<file path="src/rtl/grid_game_pkg.sv">
// Shared encodings for the grid game controller: cell marks, error and winner codes, FSM states.
package grid_game_pkg;

    localparam logic [1:0] CELL_EMPTY    = 2'b00;
    localparam logic [1:0] CELL_PLAYER   = 2'b01;
    localparam logic [1:0] CELL_COMPUTER = 2'b10;

    localparam logic [1:0] ERR_OCCUPIED  = 2'b00;
    localparam logic [1:0] ERR_RANGE     = 2'b01;
    localparam logic [1:0] ERR_TURN      = 2'b10;
    localparam logic [1:0] ERR_OVER      = 2'b11;

    localparam logic [1:0] WIN_NONE      = 2'b00;
    localparam logic [1:0] WIN_PLAYER    = 2'b01;
    localparam logic [1:0] WIN_COMPUTER  = 2'b10;
    localparam logic [1:0] WIN_DRAW      = 2'b11;

    typedef logic [1:0] state_t;
    localparam state_t ST_IDLE  = 2'd0;
    localparam state_t ST_CHECK = 2'd1;
    localparam state_t ST_OVER  = 2'd2;

    localparam logic [1:0] DIR_ROW  = 2'd0;
    localparam logic [1:0] DIR_COL  = 2'd1;
    localparam logic [1:0] DIR_DIAG = 2'd2;
    localparam logic [1:0] DIR_ANTI = 2'd3;

    // Run length never exceeds 2*WIN_LEN-1 = 15 for WIN_LEN <= 8
    localparam int unsigned RUN_W = 4;

    function automatic int unsigned min1_clog2(input int unsigned n);
        return (n < 2) ? 1 : $clog2(n);
    endfunction

    function automatic logic [1:0] mark_of(input logic who);
        return who ? CELL_COMPUTER : CELL_PLAYER;
    endfunction

endpackage

</file>
<file path="src/rtl/grid_game_line_count.sv">
// Combinational run-length counter through one cell along one direction.
module grid_line_count
    import grid_game_pkg::*;
#(
    parameter  int unsigned N       = 3,
    parameter  int unsigned WIN_LEN = 3,
    localparam int unsigned CW      = min1_clog2(N),
    localparam int unsigned CELLS   = N * N,
    localparam int unsigned IW      = min1_clog2(CELLS)
) (
    input  logic [CELLS-1:0][1:0] board,
    input  logic [CW-1:0]         origin_row,
    input  logic [CW-1:0]         origin_col,
    input  logic [1:0]            direction,
    output logic [RUN_W-1:0]      run_len
);

    int            dr;
    int            dc;
    int            r;
    int            c;
    int            total;
    logic          open;
    logic [1:0]    mark;
    logic [IW-1:0] idx;

    // Walk each side of the origin up to WIN_LEN-1 cells, stopping at a mismatch or the edge
    always_comb begin
        dr    = 0;
        dc    = 1;
        r     = 0;
        c     = 0;
        total = 1;
        open  = 1'b0;
        idx   = '0;
        case (direction)
            DIR_COL:  begin dr = 1; dc = 0;  end
            DIR_DIAG: begin dr = 1; dc = 1;  end
            DIR_ANTI: begin dr = 1; dc = -1; end
            default:  begin dr = 0; dc = 1;  end
        endcase
        mark = board[IW'(int'(origin_row) * int'(N) + int'(origin_col))];
        for (int s = 0; s < 2; s++) begin
            open = 1'b1;
            for (int k = 1; k < int'(WIN_LEN); k++) begin
                r = int'(origin_row) + ((s == 0) ? k : -k) * dr;
                c = int'(origin_col) + ((s == 0) ? k : -k) * dc;
                if (r < 0 || r >= int'(N) || c < 0 || c >= int'(N)) begin
                    open = 1'b0;
                end else begin
                    idx = IW'(r * int'(N) + c);
                    if (open && board[idx] == mark) begin
                        total = total + 1;
                    end else begin
                        open = 1'b0;
                    end
                end
            end
        end
        run_len = RUN_W'(total);
    end

endmodule

</file>
<file path="src/rtl/grid_game_ctrl.sv">
// Two-party grid game referee: validates moves, stores the board, detects wins and draws.
module grid_game_ctrl
    import grid_game_pkg::*;
#(
    parameter  int unsigned N       = 3,
    parameter  int unsigned WIN_LEN = 3,
    parameter  int unsigned FIRST   = 0,
    localparam int unsigned CW      = min1_clog2(N),
    localparam int unsigned CELLS   = N * N,
    localparam int unsigned IW      = min1_clog2(CELLS),
    localparam int unsigned MCW     = $clog2(CELLS + 1)
) (
    input  logic           clock,
    input  logic           reset,
    input  logic           new_game,
    input  logic           move_valid,
    output logic           move_ready,
    input  logic           move_who,
    input  logic [CW-1:0]  move_row,
    input  logic [CW-1:0]  move_col,
    output logic           move_done,
    output logic           move_err,
    output logic [1:0]     err_code,
    input  logic [CW-1:0]  rd_row,
    input  logic [CW-1:0]  rd_col,
    output logic [1:0]     rd_cell,
    output logic           turn,
    output logic           game_over,
    output logic [1:0]     winner,
    output logic [MCW-1:0] move_count
);

    state_t               state, state_n;
    logic [CELLS-1:0][1:0] board, board_n;
    logic [CW-1:0]        last_row, last_row_n;
    logic [CW-1:0]        last_col, last_col_n;
    logic [1:0]           dir, dir_n;
    logic                 win_seen, win_seen_n;
    logic                 turn_n, move_ready_n, game_over_n, move_done_n, move_err_n;
    logic [1:0]           err_code_n, rd_cell_n, winner_n;
    logic [MCW-1:0]       move_count_n;

    logic                 handshake, move_in_range, rd_in_range, line_win, won_now, board_full;
    logic [IW-1:0]        move_idx, rd_idx;
    logic [RUN_W-1:0]     run_len;

    grid_line_count #(
        .N       (N),
        .WIN_LEN (WIN_LEN)
    ) u_line_count (
        .board      (board),
        .origin_row (last_row),
        .origin_col (last_col),
        .direction  (dir),
        .run_len    (run_len)
    );

    assign handshake     = move_valid && move_ready;
    assign move_in_range = (32'(move_row) < N) && (32'(move_col) < N);
    assign rd_in_range   = (32'(rd_row) < N) && (32'(rd_col) < N);
    assign move_idx      = IW'(32'(move_row) * N + 32'(move_col));
    assign rd_idx        = IW'(32'(rd_row) * N + 32'(rd_col));
    assign line_win      = 32'(run_len) >= WIN_LEN;
    assign won_now       = win_seen || line_win;
    assign board_full    = 32'(move_count) == CELLS;

    // State and output registers
    always_ff @(posedge clock or posedge reset) begin
        if (reset) begin
            state      <= ST_IDLE;
            board      <= '0;
            last_row   <= '0;
            last_col   <= '0;
            dir        <= DIR_ROW;
            win_seen   <= 1'b0;
            turn       <= 1'(FIRST);
            move_ready <= 1'b1;
            game_over  <= 1'b0;
            move_done  <= 1'b0;
            move_err   <= 1'b0;
            err_code   <= ERR_OCCUPIED;
            rd_cell    <= CELL_EMPTY;
            winner     <= WIN_NONE;
            move_count <= '0;
        end else begin
            state      <= state_n;
            board      <= board_n;
            last_row   <= last_row_n;
            last_col   <= last_col_n;
            dir        <= dir_n;
            win_seen   <= win_seen_n;
            turn       <= turn_n;
            move_ready <= move_ready_n;
            game_over  <= game_over_n;
            move_done  <= move_done_n;
            move_err   <= move_err_n;
            err_code   <= err_code_n;
            rd_cell    <= rd_cell_n;
            winner     <= winner_n;
            move_count <= move_count_n;
        end
    end

    // Next-state: move validation, one direction per CHECK cycle, outcome on leaving CHECK
    always_comb begin
        state_n      = state;
        board_n      = board;
        last_row_n   = last_row;
        last_col_n   = last_col;
        dir_n        = dir;
        win_seen_n   = win_seen;
        turn_n       = turn;
        winner_n     = winner;
        move_count_n = move_count;
        move_done_n  = 1'b0;
        move_err_n   = 1'b0;
        err_code_n   = err_code;
        rd_cell_n    = rd_in_range ? board[rd_idx] : CELL_EMPTY;

        if (new_game) begin
            state_n      = ST_IDLE;
            board_n      = '0;
            dir_n        = DIR_ROW;
            win_seen_n   = 1'b0;
            turn_n       = 1'(FIRST);
            winner_n     = WIN_NONE;
            move_count_n = '0;
        end else begin
            case (state)
                ST_IDLE: begin
                    if (handshake) begin
                        if (!move_in_range) begin
                            move_err_n = 1'b1;
                            err_code_n = ERR_RANGE;
                        end else if (move_who != turn) begin
                            move_err_n = 1'b1;
                            err_code_n = ERR_TURN;
                        end else if (board[move_idx] != CELL_EMPTY) begin
                            move_err_n = 1'b1;
                            err_code_n = ERR_OCCUPIED;
                        end else begin
                            board_n[move_idx] = mark_of(move_who);
                            move_count_n      = move_count + MCW'(1);
                            last_row_n        = move_row;
                            last_col_n        = move_col;
                            dir_n             = DIR_ROW;
                            win_seen_n        = 1'b0;
                            state_n           = ST_CHECK;
                        end
                    end
                end
                ST_CHECK: begin
                    win_seen_n = won_now;
                    dir_n      = dir + 2'd1;
                    if (dir == DIR_ANTI) begin
                        move_done_n = 1'b1;
                        if (won_now) begin
                            state_n  = ST_OVER;
                            winner_n = turn ? WIN_COMPUTER : WIN_PLAYER;
                        end else if (board_full) begin
                            state_n  = ST_OVER;
                            winner_n = WIN_DRAW;
                        end else begin
                            state_n = ST_IDLE;
                            turn_n  = ~turn;
                        end
                    end
                end
                ST_OVER: begin
                    if (handshake) begin
                        move_err_n = 1'b1;
                        err_code_n = ERR_OVER;
                    end
                end
                default: state_n = ST_IDLE;
            endcase
        end

        move_ready_n = (state_n != ST_CHECK);
        game_over_n  = (state_n == ST_OVER);
    end

endmodule

</file>
<file path="config.mk">
export PLATFORM = sky130hd
export DESIGN_NAME = grid_game_ctrl
export DESIGN_NICKNAME = d
export VERILOG_FILES = /design/src/rtl/grid_game_pkg.sv /design/src/rtl/grid_game_line_count.sv /design/src/rtl/grid_game_ctrl.sv
export SDC_FILE = /design/constraint.sdc
export NUM_CORES = 1
export LEC_CHECK = 0
export ABC_AREA = 1
export CORE_ASPECT_RATIO = 1.25
export CORE_MARGIN = 2
export CORE_UTILIZATION = 55
export DETAILED_ROUTE_END_ITERATION = 16
export GPL_TIMING_DRIVEN = 1
export MAX_ROUTING_LAYER = met4
export PLACE_DENSITY_LB_ADDON = 0.05
export SLEW_MARGIN = 5
export SYNTH_ARGS = -nofsm -noshare
export SYNTH_HDL_FRONTEND = slang
export SYNTH_SLANG_ARGS = --single-unit
</file>
<file path="constraint.sdc">
create_clock -name clock -period 12.6 [get_ports clock]
set_clock_uncertainty 0.05 [all_clocks]
set_input_delay 1.89 -clock clock [delete_from_list [all_inputs] [get_ports clock]]
set_output_delay 1.89 -clock clock [all_outputs]
set_load 0.02 [all_outputs]
</file>
==> results.json, run 1 <==
{
  "slowest_stage": "fa_1",
  "report.final.setup_viol": 0,
  "cts_made_buffers": 5,
  "cts_sinks": 42,
  "arrival_ps": 6340,
  "grt_util_all_layers_pct": 27.92,
  "cts_tree": "built",
  "status": "completed",
  "drtIter0Drc": 375,
  "wl_per_cell_um": 14.79,
  "netlist_area_um2": 5109,
  "grt_remaining_overflow": 0,
  "die-area_um2": 10080,
  "ys.flop_type": "dfrtp_1",
  "synthArstFlopShare_pct": 100.0,
  "drt_pass1_iterations": 5,
  "clk_pin_slew_ps": 60,
  "antenna_cells": 0,
  "placementRows": 39,
  "yosysWarnings": 0,
  "slowest_delay_ps": 560,
  "syn-num-nets": 835,
  "place_area_um2": 5497,
  "min_path_cells": 2,
  "routed_wl_mm": 13.20,
  "final_cell_mix": "nand2_1 (189), inv_1 (121), nand3_1 (83)",
  "cts_max_level": 2,
  "worstSetupPathType": "reg2reg",
  "fin_crit_sh_pct": 49.33,
  "min_from": "winner[1]",
  "io_buffers": 27,
  "crit_path_start_kind": "flop",
  "timing.rr.start": "dir[0]",
  "dp_hpwl_mm": 10.78,
  "clock_path_buffers": 2,
  "timing.rr.end": "turn",
  "seq_area_frac_synth_pct": 20.60,
  "final_max_slew_viol_count": 0,
  "clockRootBuffer": "clkbuf_16",
  "ys_top_cells_by_area": "dfrtp_1 (20%), ha_1 (15%), nand2_1 (14%), inv_1 (9.0%), nand3_1 (8.1%)",
  "cap_violations": 0,
  "final_nets": 862,
  "ctsHoldBuffers": 0,
  "synth-edff-count": 0,
  "synthCells": 742,
  "drc": 0,
  "ff2ff_path_depth": 32,
  "vias": 4914,
  "viasPerCell": 5.509,
  "tightest_slew_ps": 756.1,
  "ant_nets": 0,
  "cp_max_fo": 12,
  "tns_ps": 0,
  "worstSkewPairLatency_ps": 290,
  "rsz0062_at_grt": "no",
  "syn_area_per_cell_um2": 6.885,
  "grt_start_max_net_pins": 43,
  "ff2ff_setup_slack_ps": 6380,
  "final_core_util_pct": 62.42,
  "die_w_um": 90.20,
  "area_delta_synth_final_pct": 10.90,
  "synth.top_cell.area_share_pct": 20.08,
  "core_area_um2": 9076,
  "place.gp.congestion": 0.9707,
  "cts_post_setup_buffers_inserted": 0,
  "whs_endpoint": "winner[1]",
  "crit_required_ps": 12730,
  "max_freq_mhz": 160.9,
  "grt_pass1_wl_mm": 22.22,
  "io_pins": 28,
  "fin_area_um2": 5665,
  "grt_pass1_vias": 4811,
  "whs_ps": 454.4,
  "hp-class": "reg2reg",
  "synth_area_leader_cell": "dfrtp_1",
  "synth-seq-cells": 42,
  "cpMostUsedCell": "nand2_1",
  "hold_viol": 0,
  "die_y_um": 111.8,
  "cp-end-kind": "flop",
  "yosysUniqueCellTypes": 43,
  "cts_resized": 0,
  "start_util_pct": 56.29,
  "fin_crit_ps": 6216,
  "layout_commonest_cell": "nand2_1",
  "drive_above_1_share_pct": 7.282,
  "grt_antenna_before_repair": 0,
  "slew_headroom_pct": 49.44
}
## sequential cells by signal, summed over array words and instances, names as in the netlist
signal / flops
board: 18
dir: 2
err_code: 2
game_over: 1
last_col: 2
last_row: 2
move_count: 4
move_done: 1
move_err: 1
move_ready: 1
rd_cell: 2
state: 2
turn: 1
win_seen: 1
winner: 2
## per-layer routing
metal	share of wire, %	global-route usage [%]	up-vias
met5	0	-	-
met1	43	33.32	2279
li1	-	-	2471
met4	2.9	9.744	0
met3	3.7	3.045	31
met2	50	48.97	133
## layout make-up
| cell class | count | area [um2] |
|---|---|---|
| timing repair buffer | 28 | 277.8 |
| multi-input combinational | 564 | 3527 |
| sequential | 42 | 1052 |
| tap | 123 | 153.9 |
| clock inverter | 1 | 30.03 |
| fill | 870 | 3411 |
| clock buffer | 6 | 138.9 |
| inverter | 128 | 485.5 |
## cell usage after synthesis (all sizes together) (3+ instances only)
cell type,count
nand2,207
inv,127
nand3,91
ha,62
nor2,45
dfrtp,41
o21ai,41
nor3,22
fa,18
a21oi,16
nand4,16
xnor2,7
nor4,6
o22ai,6
xor2,6
buf,4
clkbuf,4
a221oi,3
or2,3
## worst max path at each step
stage            from   end  slack [ps]
6_report       dir[0]  turn        6380
5_1_grt        dir[0]  turn        5810
4_1_cts        dir[0]  turn        6380
3_5_place_dp   dir[0]  turn        6420
3_3_place_gp   dir[0]  turn        6540
2_1_floorplan  dir[0]  turn        6970
## through the flow
stage | worst slack (ps) | cells
global placement | 6536 | 885
global route | 5808 | 892
finish | 6384 | 892
floorplan | 6972 | 742
detailed placement | 6419 | 885
CTS | 6385 | 892
## worst max-delay path: cells and delay by family (launching register included)
| kind | cells | cell delay, ps |
|---|---|---|
| DFF | 1 | 430 |
| AOI/OAI and AO/OA | 3 | 590 |
| buffers and inverters | 4 | 460 |
| and+or+nand+nor | 17 | 1900 |
| adders and majority gates | 8 | 2670 |
## logic make-up after synthesis
kind of cell	count (synthesis)	synth area share, %
buffers and inverters	136	10.36
AOI/OAI and AO/OA	75	8.230
xor gates and xnor gates	13	2.229
adders and majority gates	80	22.24
DFF	42	20.60
and+or+nand+nor	396	36.35
Power of run 1 is not shown: default switching activity piles up to over one toggle a cycle in this logic, so the estimate is an artifact.
==> inputs of run 2 (changes only) <==
==> constraint.sdc (replaced) <==
create_clock -name clock -period 6.4 [get_ports clock]
set_clock_uncertainty 0.05 [all_clocks]
set_input_delay 0.96 -clock clock [delete_from_list [all_inputs] [get_ports clock]]
set_output_delay 0.96 -clock clock [all_outputs]
set_load 0.02 [all_outputs]
==> results.json, run 2 (synthesized netlist as in run 1, its figures left out) <==
{
  "cpMostUsedCell": "nand2_1",
  "area_delta_synth_final_pct": 11.58,
  "antenna_cells": 0,
  "crit_required_ps": 6530,
  "routed_wl_mm": 13.19,
  "io_pins": 28,
  "slew_headroom_pct": 47.20,
  "die_w_um": 90.20,
  "drtIter0Drc": 329,
  "grt_pass1_wl_mm": 22.54,
  "vias": 4972,
  "timing.rr.end": "turn",
  "ff2ff_setup_slack_ps": 600,
  "cts_resized": 0,
  "largestRegisters": "board x18, move_count x4",
  "max_freq_mhz": 172.3,
  "slowest_stage": "fa_1",
  "viasPerCell": 5.543,
  "die_y_um": 111.8,
  "status": "completed",
  "arrival_ps": 5940,
  "fin_crit_ps": 5804,
  "ff2ff_path_depth": 33,
  "whs_ps": 460.7,
  "drive_above_1_share_pct": 7.881,
  "final_cell_mix": "nand2_1 (189), inv_1 (121), nand3_1 (83)",
  "wl_met2_mm": 6.555,
  "grt_util_all_layers_pct": 28.17,
  "final_nets": 866,
  "layout_commonest_cell": "nand2_1",
  "worstSkewPairLatency_ps": 290,
  "core_area_um2": 9076,
  "drc": 0,
  "ant_nets": 0,
  "dp_hpwl_mm": 10.91,
  "min_path_cells": 2,
  "final.fill_count": 868,
  "fin_crit_sh_pct": 90.69,
  "largest_reg_flops": 18,
  "min_from": "winner[0]",
  "cts_made_buffers": 5,
  "start_util_pct": 56.29,
  "whs_endpoint": "winner[0]",
  "wl_met1_mm": 5.656,
  "place.gp.congestion": 0.9513,
  "io_buffers": 27,
  "drt_pass1_iterations": 5,
  "rsz0062_at_grt": "no",
  "clk_pin_slew_ps": 60,
  "die-area_um2": 10080,
  "grt_antenna_before_repair": 0,
  "hp-class": "reg2reg",
  "cts_post_setup_buffers_inserted": 0,
  "grt_start_max_net_pins": 43,
  "final_core_util_pct": 62.81,
  "hold_viol": 0,
  "timing.rr.start": "dir[0]",
  "report.final.setup_viol": 0,
  "wl_met3_um": 591,
  "slowest_delay_ps": 520,
  "final_max_slew_viol_count": 0,
  "placementRows": 39,
  "cts_tree": "built",
  "tns_ps": 0,
  "cts_max_level": 2,
  "cap_violations": 0,
  "cts_sinks": 42,
  "worstSetupPathType": "reg2reg",
  "ctsHoldBuffers": 0,
  "clockRootBuffer": "clkbuf_16",
  "fin_cells": 897,
  "grt_remaining_overflow": 0,
  "cp-end-kind": "flop",
  "largest-register": "board",
  "clock_path_buffers": 2,
  "crit_path_start_kind": "flop",
  "grt_pass1_vias": 4854,
  "wl_per_cell_um": 14.71,
  "cp_max_fo": 6,
  "highest_layer": "met4",
  "tightest_slew_ps": 789.5,
  "placed_cells_incl_taps": 889
}
run 2: metrics by stage:
stage / setup WS, ps / instance area (um2)
finish: 596.1 / 5700
global route: 17.51 / 5700
CTS: 415.3 / 5692
detailed placement: 418.9 / 5527
global placement: 595.1 / 5527
floorplan: 772.2 / 5109
run 2: cell type report:
cell class / count / area (um2) / area share, %
Multi-Input combinational cell: 564 / 3536 / 62.03
Clock buffer: 5 / 125.1 / 2.195
Timing Repair Buffer: 32 / 307.8 / 5.399
Sequential cell: 42 / 1052 / 18.46
Inverter: 128 / 485.5 / 8.516
Clock inverter: 3 / 40.04 / 0.7024
Tap cell: 123 / 153.9 / 2.700
run 2: worst max-delay path by stage:
| stage | startpoint | endpoint | slack [ps] | depth (start not counted) |
|---|---|---|---|---|
| after floorplan | dir[0] | turn | 770 | 32 |
| after global placement | dir[0] | turn | 600 | 32 |
| after detailed placement | dir[0] | game_over | 420 | 30 |
| after CTS | dir[0] | turn | 420 | 32 |
| after global routing | dir[1] | turn | 20 | 32 |
| final | dir[0] | turn | 600 | 33 |
run 2: routing by layer:
metal	GRT usage, %	vias to the layer above
li1	-	2473
met1	34.71	2314
met2	48.07	149
met3	2.571	36
met4	10.77	0
met5	-	-
run 2: critical path, delay by kind of cell, from the launching register on:
kind,cells,cell delay (ps)
fa+ha+maj,8,2520
simple gates,17,1720
flops,1,440
compound gates,2,410
buf+inv,5,370
xor+xnor,1,180
Power of run 2 is left out for the same reason.
==> inputs of run 3 (changes only) <==
--- a/config.mk
+++ b/config.mk
@@ -9,6 +9,7 @@
 export CORE_ASPECT_RATIO = 1.25
 export CORE_MARGIN = 2
 export CORE_UTILIZATION = 55
+export CTS_CLUSTER_DIAMETER = 120
 export DETAILED_ROUTE_END_ITERATION = 16
 export GPL_TIMING_DRIVEN = 1
 export MAX_ROUTING_LAYER = met4
==> results of run 3 <==
No change in the layout: final DEF, timing and power equal those of run 2.
Power of run 3 is left out for the same reason.
